<file path="config.mk">
export PLATFORM = sky130hd
export DESIGN_NAME = spm_driver
export DESIGN_NICKNAME = d
export VERILOG_FILES = /design/src/rtl/spm_pkg.sv /design/src/rtl/spm_driver.sv
export SDC_FILE = /design/constraint.sdc
export NUM_CORES = 1
export LEC_CHECK = 0
export CAP_MARGIN = 5
export CORE_ASPECT_RATIO = 0.7
export CORE_MARGIN = 5
export CORE_UTILIZATION = 49
export DETAILED_ROUTE_END_ITERATION = 12
export GPL_ROUTABILITY_DRIVEN = 0
export PLACE_DENSITY = 0.84
export SLEW_MARGIN = 20
export SYNTH_ARGS = -nofsm -noshare
export SYNTH_HDL_FRONTEND = slang
export SYNTH_SLANG_ARGS = --single-unit
</file>
<file path="constraint.sdc">
create_clock -name clk -period 2.2 [get_ports clk]
set_input_delay 0.44 -clock clk [delete_from_list [all_inputs] [get_ports clk]]
set_output_delay 0.44 -clock clk [all_outputs]
set_load 0.01 [all_outputs]
</file>
<file path="src/rtl/spm_pkg.sv">
// spm_pkg: shared state encoding and default sizing for the serial-parallel multiplier driver
package spm_pkg;
   localparam int SPM_WIDTH   = 8;
   localparam int SPM_LAT_DEF = 1;
   typedef enum logic [1:0] {IDLE, SHIFT, DRAIN, DONE} spm_state_t;
endpackage

</file>
<file path="src/rtl/spm_driver.sv">
// spm_driver: feeds an external serial-parallel multiplier and collects its serial product
module spm_driver
   import spm_pkg::*;
#(
   parameter int WIDTH   = SPM_WIDTH,
   parameter int SPM_LAT = SPM_LAT_DEF
) (
   input  logic                 clk,
   input  logic                 rst,
   input  logic                 in_valid,
   output logic                 in_ready,
   input  logic [WIDTH-1:0]     in_mc,
   input  logic [WIDTH-1:0]     in_mp,
   output logic [WIDTH-1:0]     spm_x,
   output logic                 spm_y,
   input  logic                 spm_p,
   output logic                 out_valid,
   input  logic                 out_ready,
   output logic [2*WIDTH-1:0]   out_data
);
   localparam int PW = 2 * WIDTH;
   localparam int CW = $clog2(PW + SPM_LAT + 1);
   spm_state_t        r_state;
   logic [CW-1:0]     r_cnt;
   logic [WIDTH-1:0]  r_x;
   logic [WIDTH-1:0]  r_mp;
   logic [PW-1:0]     r_acc;
   logic              r_y;
   logic              r_in_ready;
   logic              r_out_valid;
   logic              w_sample;
   logic              w_shift_end;
   logic              w_drain_end;
   // r_mp holds the not-yet-sent multiplier bits; shifting in its MSB sign-extends spm_y
   assign w_sample    = (r_state == SHIFT || r_state == DRAIN) && r_cnt >= CW'(SPM_LAT);
   assign w_shift_end = r_cnt == CW'(PW - 1);
   assign w_drain_end = r_cnt == CW'(PW + SPM_LAT - 1);
   assign in_ready    = r_in_ready;
   assign out_valid   = r_out_valid;
   assign out_data    = r_acc;
   assign spm_x       = r_x;
   assign spm_y       = r_y;
   // Sequencer: serialises the multiplier, counts cycles and collects product bits LSB first
   always_ff @(posedge clk or posedge rst) begin
      if (rst) begin
         r_state     <= IDLE;
         r_cnt       <= '0;
         r_x         <= '0;
         r_mp        <= '0;
         r_acc       <= '0;
         r_y         <= 1'b0;
         r_in_ready  <= 1'b1;
         r_out_valid <= 1'b0;
      end else begin
         if (w_sample) r_acc <= {spm_p, r_acc[PW-1:1]};
         case (r_state)
            IDLE: if (in_valid) begin
               r_x        <= in_mc;
               r_mp       <= {in_mp[WIDTH-1], in_mp[WIDTH-1:1]};
               r_y        <= in_mp[0];
               r_cnt      <= '0;
               r_acc      <= '0;
               r_in_ready <= 1'b0;
               r_state    <= SHIFT;
            end
            SHIFT: begin
               r_cnt <= r_cnt + 1'b1;
               r_mp  <= {r_mp[WIDTH-1], r_mp[WIDTH-1:1]};
               r_y   <= w_shift_end ? 1'b0 : r_mp[0];
               if (w_shift_end) begin
                  r_state     <= (SPM_LAT == 0) ? DONE : DRAIN;
                  r_out_valid <= (SPM_LAT == 0);
               end
            end
            DRAIN: begin
               r_cnt <= r_cnt + 1'b1;
               if (w_drain_end) begin
                  r_state     <= DONE;
                  r_out_valid <= 1'b1;
               end
            end
            DONE: if (out_ready) begin
               r_state     <= IDLE;
               r_out_valid <= 1'b0;
               r_in_ready  <= 1'b1;
            end
         endcase
      end
   end
endmodule

</file>
== Word-level counts from Yosys, hierarchy flattened ==
Cells that the tools add are included.
Storage, ports and cells
  register bits after elaboration: 42
  input bits: 21
  output and inout bits: 27
Operators by class
  add/subtract/negate cells: 1
  $lt $le $gt $ge: 1
  eq/ne operators: 9
  multiplexer cells: 22
  bitwise logic cells: 1
  reductions and logical operators: 15
Operators by type and width (number)
  16-bit two-way mux: 3
  8-bit case mux with 2 select lines: 1
  5-bit case mux with 2 select lines: 1
  2-bit two-way mux: 4
  8-bit two-way mux: 1
  2-bit inequality test, second input constant: 4
  2-bit case mux with 4 select lines: 1
  4-bit AND reduction: 2
  1-bit two-way mux: 7
  2-bit AND reduction: 3
  3-bit AND reduction: 2
  2-bit nonzero test: 3
  5-bit by 1-bit adder with 5-bit output, second input constant: 1
  5-bit by 4-bit equality test with 1-bit output, second input constant: 1
  5-bit equality test, second input constant: 1
  5-bit by 1-bit >= comparator with 1-bit output, second input constant: 1
  5-bit two-way mux: 1
  2-bit equality test, second input constant: 2
  1-bit case mux with 2 select lines: 2
  1-bit case mux with 3 select lines: 1
  3-bit nonzero test: 1
  2-bit by 1-bit equality test with 1-bit output, second input constant: 1
  2-bit zero test: 1
  2-bit OR reduction: 1
  other kinds (3): 3

== Longest topological paths before layout ==
Gate-level depths: netlist of run 1.
  depth after elaboration: 6
  mapped depth: 8
  mapped depth without buffers: 6

== Worst setup path after synthesis of run 1 ==
OpenSTA, ideal clock, no wires.
  path type: reg-to-reg
  from: reg r_state[0]
  to: reg r_acc[10] (netlist: out_data[10])
  data arrival time: 1.798 ns
  required time: 2.123 ns
  setup slack: 0.326 ns
  stages on the path, launching flop included: 8
  buffers on the path: 2
  period minus slack after synthesis: 1.874 ns
  cell sequence: dfrtp_1 -> inv_1 -> ha_1 -> clkdlybuf4s50_2 -> o31a_2 -> buf_6 -> nand2_1 -> a21oi_2
Between the ends
  cells in the longest elaborated chain, start to end: 6
  elaborated cells between the ends (all ways): 8
  those cells by class: eq/ne (2); mux (3); reduce/logical (3)
RTL lines
  start: declaration: line spm_driver.sv:23  | spm_state_t r_state;
  start signal: assignment: line spm_driver.sv:71  | r_state <= (SPM_LAT == 0) ? DONE : DRAIN;
  2-bit by 1-bit equality test with 1-bit output / 2-bit equality test (equally long branches): line spm_driver.sv:35  | assign w_sample = (r_state == SHIFT || r_state == DRAIN) && r_cnt >= CW'(SPM_LAT);
  1-bit logical OR: line spm_driver.sv:35
  1-bit logical AND: line spm_driver.sv:35
  16-bit two-way mux: line spm_driver.sv:55  | if (w_sample) r_acc <= {spm_p, r_acc[PW-1:1]};
  16-bit two-way mux: line spm_driver.sv:57  | IDLE: if (in_valid) begin
  16-bit two-way mux *: line spm_driver.sv:56  | case (r_state)
  end signal: assignment: line spm_driver.sv:55
  end: declaration: line spm_driver.sv:27  | logic [PW-1:0] r_acc;
Mark *: on every way between the ends. The rest lies on a longest branch, timed or not.
A chain may end at the register's enable or synchronous reset.

== Worst setup path in the final report of run 1 ==
  from: reg r_state[0]
  to: reg r_cnt[3]
Between the ends
  cells in the longest elaborated chain, start to end: 4
  elaborated cells between the ends (all ways): 8
  those cells by class: eq/ne (3); mux (1); reduce/logical (4)
RTL lines
  2-bit by 1-bit equality test with 1-bit output / 2-bit equality test (equally long branches): line spm_driver.sv:56
  2-bit OR reduction (no line)
  2-bit nonzero test (no line)
  2-bit AND reduction (no line)
  end signal: assignment: line spm_driver.sv:67  | r_cnt <= r_cnt + 1'b1;
  end signal: assignment: line spm_driver.sv:76  | r_cnt <= r_cnt + 1'b1;
  end: declaration: line spm_driver.sv:24  | logic [CW-1:0] r_cnt;
Parallel ways exist; a longest one is shown, timed or not.

==> results of run 1 <==
-- area by class of cell --
cell class / count / share of cell area
Clock inverter: 2 / 0.0143
Tap cell: 52 / 0.0249
Multi-Input combinational cell: 126 / 0.325
Inverter: 10 / 0.0143
Clock buffer: 6 / 0.0277
Timing Repair Buffer: 51 / 0.191
Sequential cell: 42 / 0.402
-- routing by layer --
metal | routed length [µm] | vias up | track usage
met5 | 0 | - | 0
met4 | 80 | 0 | 0.0700
met3 | 286 | 7 | 0.0573
met2 | 1760 | 38 | 0.251
met1 | 1910 | 703 | 0.225
li1 | - | 728 | -
-- registers in the layout (all words and copies together) (netlist names) --
signal / count
r_mp: 8
r_state: 2
out_valid: 1
in_ready: 1
r_cnt: 5
spm_x: 8
spm_y: 1
out_data: 16
-- worst max-delay path, cell delays in order (launching register included) --
cell and delay [ns]:
dfrtp_1 0.43, inv_1 0.13, ha_1 0.27, and2_1 0.19, buf_4 0.34, a21oi_1 0.18, a22o_1 0.27
-- placed cells by master (no fill, tap or decap), types with 2 or more instances in the layout --
master,instances
a21oi_1,11
a21oi_2,11
dfrtp_1,41
buf_4,4
nand2_1,46
a22o_1,2
inv_1,10
mux2_2,11
clkdlybuf4s50_1,47
o21ai_0,11
mux2i_1,8
clkbuf_8,5
ha_1,9
-- cells in the mapped netlist (2+ instances only) --
| cell | instances |
|---|---|
| buf_6 | 3 |
| a21oi_2 | 10 |
| ha_1 | 9 |
| mux2_2 | 11 |
| a22o_1 | 2 |
| inv_1 | 10 |
| dfrtp_1 | 41 |
| o21ai_0 | 11 |
| clkbuf_1 | 2 |
| mux2i_1 | 8 |
| a21oi_1 | 12 |
| nand2_1 | 46 |
-- path summary, 6_finish.rpt --
check | startpoint | to | slack, ns
min in group asynchronous | rst | spm_x[2] | 0.56
min | r_mp[3] | r_mp[3] | 0.49
max in group asynchronous | rst | in_ready | 1.26
max reg2reg | r_state[0] | r_cnt[3] | 0.28
max | r_state[0] | r_cnt[3] | 0.28
min reg2reg | r_mp[3] | r_mp[3] | 0.49
-- repair_timing --
action                                  in CTS  in global routing
endpoints found under the setup margin       0                  8
resized for setup                            0                  1
hold endpoints to repair                     0                  0
-- kinds of logic (layout without fill, tap and decap cells) --
family	count (synthesis)	after routing
flip-flops	42	42
AND/OR/NAND/NOR	57	57
multiplexers	19	19
AO/OA/AOI/OAI	41	41
adder cells (fa/ha/maj)	9	9
buffers and inverters	18	69
-- power by group through the flow --
| stage | Sequential, mW | Clock (mW) | Combinational [mW] |
|---|---|---|---|
| floorplan | 1.41 | 0 | 1.24 |
| global placement | 1.36 | 0 | 1.86 |
| detailed placement | 1.37 | 0 | 1.91 |
| CTS | 1.36 | 0.612 | 1.92 |
| global route | 1.42 | 0.649 | 2.13 |
| finish | 1.36 | 0.606 | 1.90 |
==> flow_metrics.env, run 1 <==
export IMPL_ff_latch_area_um2=1050
export IMPL_first_pass_iters=4
export IMPL_synth_xor_area_share=0
export IMPL_reg2reg_depth=6
export IMPL_fp_dieArea_um2=5490
export IMPL_synth_warnings=0
export IMPL_die_h_um=63.5
export IMPL_dp_cells=281
export IMPL_synth_compound_area_frac=0.143
export IMPL_netlist_cell_type_count=33
export IMPL_hold_depth=2
export IMPL_syn_inst=186
export IMPL_muxShareOfSynthArea=0.102
export IMPL_cts_tree="built"
export IMPL_swShare=0.387
export IMPL_finalCriticalPeriod_ns=1.92
export IMPL_synthFlopType="dfrtp_1"
export IMPL_antenna_found_initial=0
export IMPL_placed_area_um2=2500
export IMPL_worstSetupPathType="flop to flop"
export IMPL_arrival_ns=2.11
export IMPL_worstMarginPinSlew_ns=0.572
export IMPL_min_period_over_period=0.871
export IMPL_post_route_util=0.663
export IMPL_slew_headroom=0.619
export IMPL_hp_class="flop to flop"
export IMPL_setup_viol=0
export IMPL_start_util=0.508
export IMPL_wirelength_um=4040
export IMPL_h_tree_depth=2
export IMPL_drt_initial_drc_count=56
export IMPL_leakage_nw=1.12
export IMPL_synth_simple_gate_area_share=0.122
export IMPL_clock_fmax_ghz=0.522
export IMPL_path_clk_slew_ns=0.08
export IMPL_numCtsBuffers=5
export IMPL_fp_row_count=19
export IMPL_cts_root_buf="clkbuf_8"
export IMPL_status="complete, no violations"
export IMPL_start_kind="flop"
export IMPL_io_buffers=47
export IMPL_irDropWorstVdd_mv=0.790
export IMPL_dieWidth_um=86.4
export IMPL_seqPwrFrac=0.351
export IMPL_synth_seq_cells=42
export IMPL_yosys_top_cells_area="dfrtp_1 51%, nand2_1 8.6%, mux2_2 6.2%, ha_1 5.6%, a21oi_2 4.4%"
export IMPL_cts_hold_buffers=0
export IMPL_synth_top_cell_area_share=0.512
export IMPL_drv_cap=0
export IMPL_synthToLayoutAreaGrowth_pct=30.6
export IMPL_finalWorstSetupSlack_ns=0.283
export IMPL_grt_pass1_vias=1573
export IMPL_fill_cells=339
export IMPL_rsz0062_at_grt="false"
export IMPL_final_layout_size_suffix_gt1_frac=0.165
export IMPL_vias=1476
export IMPL_p_per_area_nw_per_um2=1480
export IMPL_cts_sinks=42
export IMPL_slew_violations=0
export IMPL_power_switching_mw=1.50
export IMPL_clock_latency_ns=0.30
export IMPL_finalHoldViolCount=0
export IMPL_setup_tns_final_ns=0
export IMPL_multi_input_area_um2=851
export IMPL_final_cells=289
export IMPL_postCtsSetupBuffers=0
export IMPL_endpoint_kind="flop"
export IMPL_clockBufferDepth=2
export IMPL_syn_area_per_cell_um2=10.8
export IMPL_pre_cts_ws_ns=-0.0717
export IMPL_total_power_mw=3.87
export IMPL_wl_per_cell_um=14.0
export IMPL_hold_slack_ns=0.486
export IMPL_crit_fanout=25
export IMPL_finClkSkew_ns=0.00927
export IMPL_pwr_share_clk=0.157
export IMPL_pwr_share_comb=0.492
export IMPL_syn_cell_area_um2=2000
export IMPL_grt_max_degree=43
export IMPL_seq_area_frac_synth=0.525
export IMPL_fin_nets=266
export IMPL_async_reset_ff_frac=1.00
export IMPL_critical_path_required_ns=2.39
export IMPL_synth_fa_ha_area_frac=0.0562
export IMPL_synth_top_family_by_area="compound AO/OA/AOI/OAI gates"
export IMPL_synth_area_leader_cell="dfrtp_1"
export IMPL_drc=0
export IMPL_syn_num_nets=216
export IMPL_grt_first_pass_wirelength_um=7270
export IMPL_routed_via_density=5.11
export IMPL_hpwlAfterDp_um=2920
export IMPL_grt_usage=0.169
export IMPL_p_int_mw=2.37
export IMPL_core_area_um2=3950
export IMPL_drtAntennaViolNets=0
export IMPL_design_area_um2=2620
export IMPL_grt_overflow=0
export IMPL_num_antenna_cells=0
export IMPL_boundaryPins=48
export IMPL_synth_edf_count=0
Note: power is estimated with default switching activity, not from simulation.
==> run 2, diff against run 1 <==
--- a/config.mk
+++ b/config.mk
@@ -16,3 +16,4 @@
 export SYNTH_ARGS = -nofsm -noshare
 export SYNTH_HDL_FRONTEND = slang
 export SYNTH_SLANG_ARGS = --single-unit
+export TNS_END_PERCENT = 50
==> results of run 2 <==
No change in the layout: final DEF, timing and power equal those of run 1.
